**config.mk**
```make
export PLATFORM = sky130hd
export DESIGN_NAME = bus_master_if
export DESIGN_NICKNAME = d
export VERILOG_FILES = /design/src/rtl/bus_master_if.sv
export SDC_FILE = /design/constraint.sdc
export NUM_CORES = 1
export LEC_CHECK = 0
export BUFFER_PORTS_ARGS = -buffer_cell sky130_fd_sc_hd__buf_4
export CAP_MARGIN = 20
export CORE_MARGIN = 3
export CORE_UTILIZATION = 35
export CTS_BUF_LIST = sky130_fd_sc_hd__clkbuf_8
export DETAILED_ROUTE_END_ITERATION = 7
export PLACE_DENSITY = 0.68
export REMOVE_ABC_BUFFERS = 1
export SLEW_MARGIN = 30
export SYNTH_ARGS = -nofsm -noshare
export SYNTH_HDL_FRONTEND = slang
export SYNTH_SLANG_ARGS = --single-unit
```
**constraint.sdc**
```tcl
create_clock -name clk -period 1.3 [get_ports clk]
set_clock_uncertainty 0.1 [all_clocks]
set_input_delay 0.26 -clock clk [delete_from_list [all_inputs] [get_ports clk]]
set_output_delay 0.26 -clock clk [all_outputs]
set_load 0.02 [all_outputs]
```
**src/rtl/bus_master_if.sv**
```systemverilog
// Bus master interface: turns one CPU load/store into a request/grant/strobe/ready bus cycle.
// Optional ready timeout abort is enabled by defining BUS_TIMEOUT_EN.
module bus_master_if #(
   parameter int TIMEOUT_CYCLES = 16
) (
   input  logic        clk,
   input  logic        reset_,
   input  logic        cpu_req,
   input  logic        cpu_rw,
   input  logic [29:0] cpu_addr,
   input  logic [31:0] cpu_wr_data,
   output logic [31:0] cpu_rd_data,
   output logic        cpu_busy,
   output logic        cpu_done,
   output logic        cpu_err,
   output logic        bus_req_,
   input  logic        bus_grnt_,
   output logic [29:0] bus_addr,
   output logic        bus_as_,
   output logic        bus_rw,
   output logic [31:0] bus_wr_data,
   input  logic [31:0] bus_rd_data,
   input  logic        bus_rdy_
);

   localparam logic READ = 1'b1;

   if (TIMEOUT_CYCLES < 1 || TIMEOUT_CYCLES > 255) begin : g_bad_timeout
      $error("TIMEOUT_CYCLES must be in 1..255");
   end

   typedef enum logic [1:0] {ST_IDLE, ST_REQ, ST_ACCESS, ST_WAIT} state_t;

   state_t      state, state_nx;
   logic        bus_req_nx, bus_as_nx, bus_rw_nx, cpu_done_nx;
   logic [29:0] bus_addr_nx;
   logic [31:0] bus_wr_data_nx, cpu_rd_data_nx;

`ifdef BUS_TIMEOUT_EN
   localparam logic [7:0] TO_LAST = 8'(TIMEOUT_CYCLES - 1);
   logic [7:0] to_cnt, to_cnt_nx;
   logic       cpu_err_nx;
`else
   assign cpu_err = 1'b0;
`endif

   assign cpu_busy = (state != ST_IDLE);

   always_comb begin
      state_nx       = state;
      bus_req_nx     = bus_req_;
      bus_as_nx      = 1'b1;   // strobe is only ever low for the single ACCESS cycle
      bus_rw_nx      = bus_rw;
      bus_addr_nx    = bus_addr;
      bus_wr_data_nx = bus_wr_data;
      cpu_rd_data_nx = cpu_rd_data;
      cpu_done_nx    = 1'b0;
`ifdef BUS_TIMEOUT_EN
      to_cnt_nx      = to_cnt;
      cpu_err_nx     = 1'b0;
`endif
      case (state)
         ST_IDLE: begin
            if (cpu_req) begin
               bus_addr_nx    = cpu_addr;
               bus_rw_nx      = cpu_rw;
               bus_wr_data_nx = cpu_wr_data;
               bus_req_nx     = 1'b0;
               state_nx       = ST_REQ;
            end
         end
         ST_REQ: begin
            if (!bus_grnt_) begin
               bus_as_nx = 1'b0;
               state_nx  = ST_ACCESS;
`ifdef BUS_TIMEOUT_EN
               to_cnt_nx = 8'd0;
`endif
            end
         end
         ST_ACCESS, ST_WAIT: begin
            if (!bus_rdy_) begin
               state_nx    = ST_IDLE;
               bus_req_nx  = 1'b1;
               cpu_done_nx = 1'b1;
               if (bus_rw == READ) cpu_rd_data_nx = bus_rd_data;
            end else begin
               state_nx = ST_WAIT;
`ifdef BUS_TIMEOUT_EN
               to_cnt_nx = to_cnt + 8'd1;
               if (to_cnt == TO_LAST) begin
                  state_nx       = ST_IDLE;
                  bus_req_nx     = 1'b1;
                  cpu_done_nx    = 1'b1;
                  cpu_err_nx     = 1'b1;
                  cpu_rd_data_nx = 32'd0;
               end
`endif
            end
         end
         default: state_nx = ST_IDLE;
      endcase
   end

   always_ff @(posedge clk) begin
      if (!reset_) begin
         state       <= ST_IDLE;
         bus_req_    <= 1'b1;
         bus_as_     <= 1'b1;
         bus_rw      <= READ;
         bus_addr    <= 30'd0;
         bus_wr_data <= 32'd0;
         cpu_rd_data <= 32'd0;
         cpu_done    <= 1'b0;
`ifdef BUS_TIMEOUT_EN
         cpu_err     <= 1'b0;
         to_cnt      <= 8'd0;
`endif
      end else begin
         state       <= state_nx;
         bus_req_    <= bus_req_nx;
         bus_as_     <= bus_as_nx;
         bus_rw      <= bus_rw_nx;
         bus_addr    <= bus_addr_nx;
         bus_wr_data <= bus_wr_data_nx;
         cpu_rd_data <= cpu_rd_data_nx;
         cpu_done    <= cpu_done_nx;
`ifdef BUS_TIMEOUT_EN
         cpu_err     <= cpu_err_nx;
         to_cnt      <= to_cnt_nx;
`endif
      end
   end

endmodule

```
# Word-level counts from Yosys, hierarchy flattened
# Cells that the tools add are included.
# totals
register_bits,100
inputBits,100
output_inout_bits,100
elab_cells,34
# op_classes
n_eq_ne,6
n_mux,9
bitwise_logic,1
n_reduce_logical,10
# op_table
operator,count
AND reduction 2 bit,4
2-to-1 mux 2 bit,3
"!= test 2 bit, second input constant",3
case mux 2 bit (3 select lines),1
AND reduction 3 bit,2
"equality test 2 bit, second input constant",2
2-to-1 mux 1 bit,4
nonzero test 2 bit,2
"equality test 2 x 1 -> 1 bit, second input constant",1
logical NOT 2 bit,1
case mux 1 bit (2 select lines),1
OR reduction 2 bit,1
inverter 1 bit,1

# Logic depth before layout (Yosys ltp)
# logic_depth
ltp_word,4
mapped_depth,6

# Worst setup path after synthesis
# No wires, ideal clock.
# synth_path
path_type,reg2reg
from,register state[1]
to,register bus_rw
arrival_ns,1.146
slack_ns,-0.075
stages_incl_launch_ff,6
n_path_buf,2
period_less_slack_ns,1.375
path_cell_list,dfxtp_1 buf_2 nor3b_4 buf_6 mux2i_1 nand2_1
# synth_via
elab_chain_len,2
# synth_rtl
element,line,source
from (decl),34,"state_t state, state_nx;"
from (signal assigned),120,state <= state_nx;
logical NOT 2 bit,62,case (state)
AND reduction 2 bit (no line),--,
to (signal assigned),123,bus_rw <= bus_rw_nx;
to (decl),20,"output logic bus_rw,"
# Every way passes these cells.
# A chain may end at the register's enable or synchronous reset.

# Worst setup path in the final report
# layout_path
from,register state[1]
to,output port cpu_busy
# layout_via
elab_chain_len,1
# layout_rtl
element,line,source
nonzero test 2 bit,47,assign cpu_busy = (state != ST_IDLE);
to (decl),13,"output logic cpu_busy,"
# Every way passes these cells.

==> results.json <==
{
  "violations": "setup timing",
  "fin_cells": 771,
  "hold_viol_final": 0,
  "yosys.area.top_type": "dfxtp_1",
  "synth_simple_gate_area_frac": 0.2516,
  "yosys-mux-area-fraction": 0.002750,
  "arrival_ns": 1.13,
  "end_kind": "output pin",
  "synth_compound_gate_area_share": 0.1341,
  "hp-class": "input pin to flop",
  "cts_max_level": 3,
  "netlist_area_sq_um": 3640,
  "status": "finished, violations left",
  "place_inst": 747,
  "dpl.hpwl_um": 7353,
  "worstSetupPathType": "flop to output pin",
  "mostFrequentLayoutCells": "buf_4 (205), dfxtp_1 (97), nand2_1 (95)",
  "ys_warn_count": 0,
  "place_congestion": 0.7214,
  "irDropWorstVdd_mv": 0.5596,
  "synth-xor-area-share": 0,
  "fp-row-count": 36,
  "max_clock_freq_mhz": 669.9,
  "synth_top_family_by_area": "simple AND/OR/NAND/NOR gates",
  "numCtsBuffers": 9,
  "clk_latency_ns": 0.34,
  "start_util": 0.3656,
  "synth_seq_area_share": 0.5500,
  "dieArea_sq_um": 11660,
  "antenna_found_initial": 0,
  "worstSetupStartpointType": "flop",
  "avgSynthCellArea_sq_um": 8.216,
  "drt_wl_total_um": 11070,
  "path_max_fanout": 2,
  "final_max_slew_viol_count": 0,
  "synth_area_leaders": "dfxtp_1 (55%), nand3_1 (13%), o21ai_0 (11%)",
  "layout-drive-gt1-share": 0.3950,
  "max_cap_viol_count": 0,
  "grt_pass1_wl_um": 15730,
  "die_height_um": 108.0,
  "grt_use_total": 0.1666,
  "synthAdderAreaFrac": 0,
  "grt_max_degree": 65,
  "ys_types": 23,
  "cts.sinks": 100,
  "cts_tree": "yes",
  "n_antenna_cell": 0,
  "drtIter0Drc": 247,
  "cts_buffer_depth": 2,
  "regToRegSetupSlack_ns": -0.11,
  "required_ns": 0.94,
  "finalCriticalPeriod_ns": 1.493,
  "final_common_cell": "buf_4",
  "gr-total-overflow": 0,
  "port-buffer-count": 198,
  "setup_tns_ns": -4.241,
  "drt_first_pass_iters": 5,
  "pwr_density_cell_nw_per_um2": 1112,
  "rsz0062_at_grt": "yes",
  "grt_pass1_vias": 3373,
  "syn_inst": 443,
  "p_leak_nw": 2.472,
  "area.growth.synth_to_final_pct": 56.75,
  "coreArea_sq_um": 9955,
  "dp_slack_ns": 0.008086,
  "num_vias": 3734,
  "wire_per_inst_um": 14.36,
  "io_pins": 200,
  "final_antenna_net_count": 0,
  "root_buffer": "clkbuf_8",
  "min_period_over_period": 1.148,
  "synth-seq-cells": 100,
  "yosys.area.top_type_share": 0.5500,
  "path_clk_slew_ns": 0.09,
  "vias_per_cell": 4.843,
  "finalSetupViolCount": 90,
  "drc": 0,
  "die_x_um": 108.0,
  "nNetsFinal": 735,
  "worst_slack_ns": -0.1927
}
==> cells in the mapped netlist (all sizes together) <==
cell and count:
buf 16, clkbuf 28, nor3b 3, a211oi 1, a21oi 1, nor2b 3
nand4bb 1, dfxtp 100, or2 1, nand2 95, nand3 94, nor2 1
and3b 1, mux2i 1, and2 1, conb 1, o21ai 95
==> worst max-delay path: stages (launching register included) <==
cell and delay (ns):
dfxtp_2 0.34, buf_6 0.11, or2_4 0.22, buf_6 0.13
==> worst paths after layout <==
path | start | cells after the start | endpoint
worst max-delay path | state[1] | 3 | cpu_busy
worst min-delay path | cpu_addr[15] | 3 | bus_addr[15]
worst max register to register | state[1] | 6 | bus_addr[28]
worst min register to register | bus_addr[21] | 2 | bus_addr[21]
==> logic make-up (layout without fill, tap and decap cells) <==
logic type	Yosys count	after routing
and+or+nand+nor	200	200
other	1	1
buffers and inverters	44	239
DFF	100	100
AOI/OAI and AO/OA	97	97
muxes	1	1
==> what timing repair did <==
| action | in CTS | in global routing |
|---|---|---|
| setup buffers | 2 | 0 |
| setup endpoints to repair | 1 | 97 |
| cloned | 0 | 8 |
| hold buffers | 0 | 0 |
| resized for setup | 6 | 63 |
| pin swaps | 2 | 0 |
==> area by class of cell <==
| type | instances | area, sq um |
|---|---|---|
| clock buffers | 10 | 137.6 |
| clock inverters | 4 | 18.77 |
| multi-input cells | 299 | 1461 |
| flip-flops and latches | 100 | 2006 |
| fillers | 897 | 4249 |
| well taps | 133 | 166.4 |
| repair buffers | 225 | 1916 |
==> flip-flops by register name (all words and copies together) (netlist names) <==
name and count:
bus_req_ 1, cpu_rd_data 32, bus_addr 30, cpu_done 1
state 2, bus_as_ 1, bus_wr_data 32, bus_rw 1
==> per-layer routing <==
layer  routed length [um]  GRT usage
met1                 4427     0.2054
met2                 5522     0.2735
met3                 1049    0.05672
met4                   74    0.05500
met5                    0          0
==> per-stage QoR <==
step                utilization  instance area, sq um  hold WS [ns]  total power, mW
floorplan                     -                  3420        0.2219            3.834
CTS                      0.5525                  5500      0.004439            6.330
finish                   0.5732                  5705       0.02707            6.343
global route             0.5732                  5705       0.01396            6.681
detailed placement       0.5338                  5314        0.3399            4.620
global placement         0.5338                  5314        0.3362            4.596
==> where the power goes <==
| group | switching (mW) | internal, mW |
|---|---|---|
| sequential | 0.0931 | 3.23 |
| combinational | 0.670 | 0.651 |
| clock | 0.982 | 0.713 |
| total | 1.75 | 4.60 |
No activity file was read; power rests on OpenSTA's default activity.
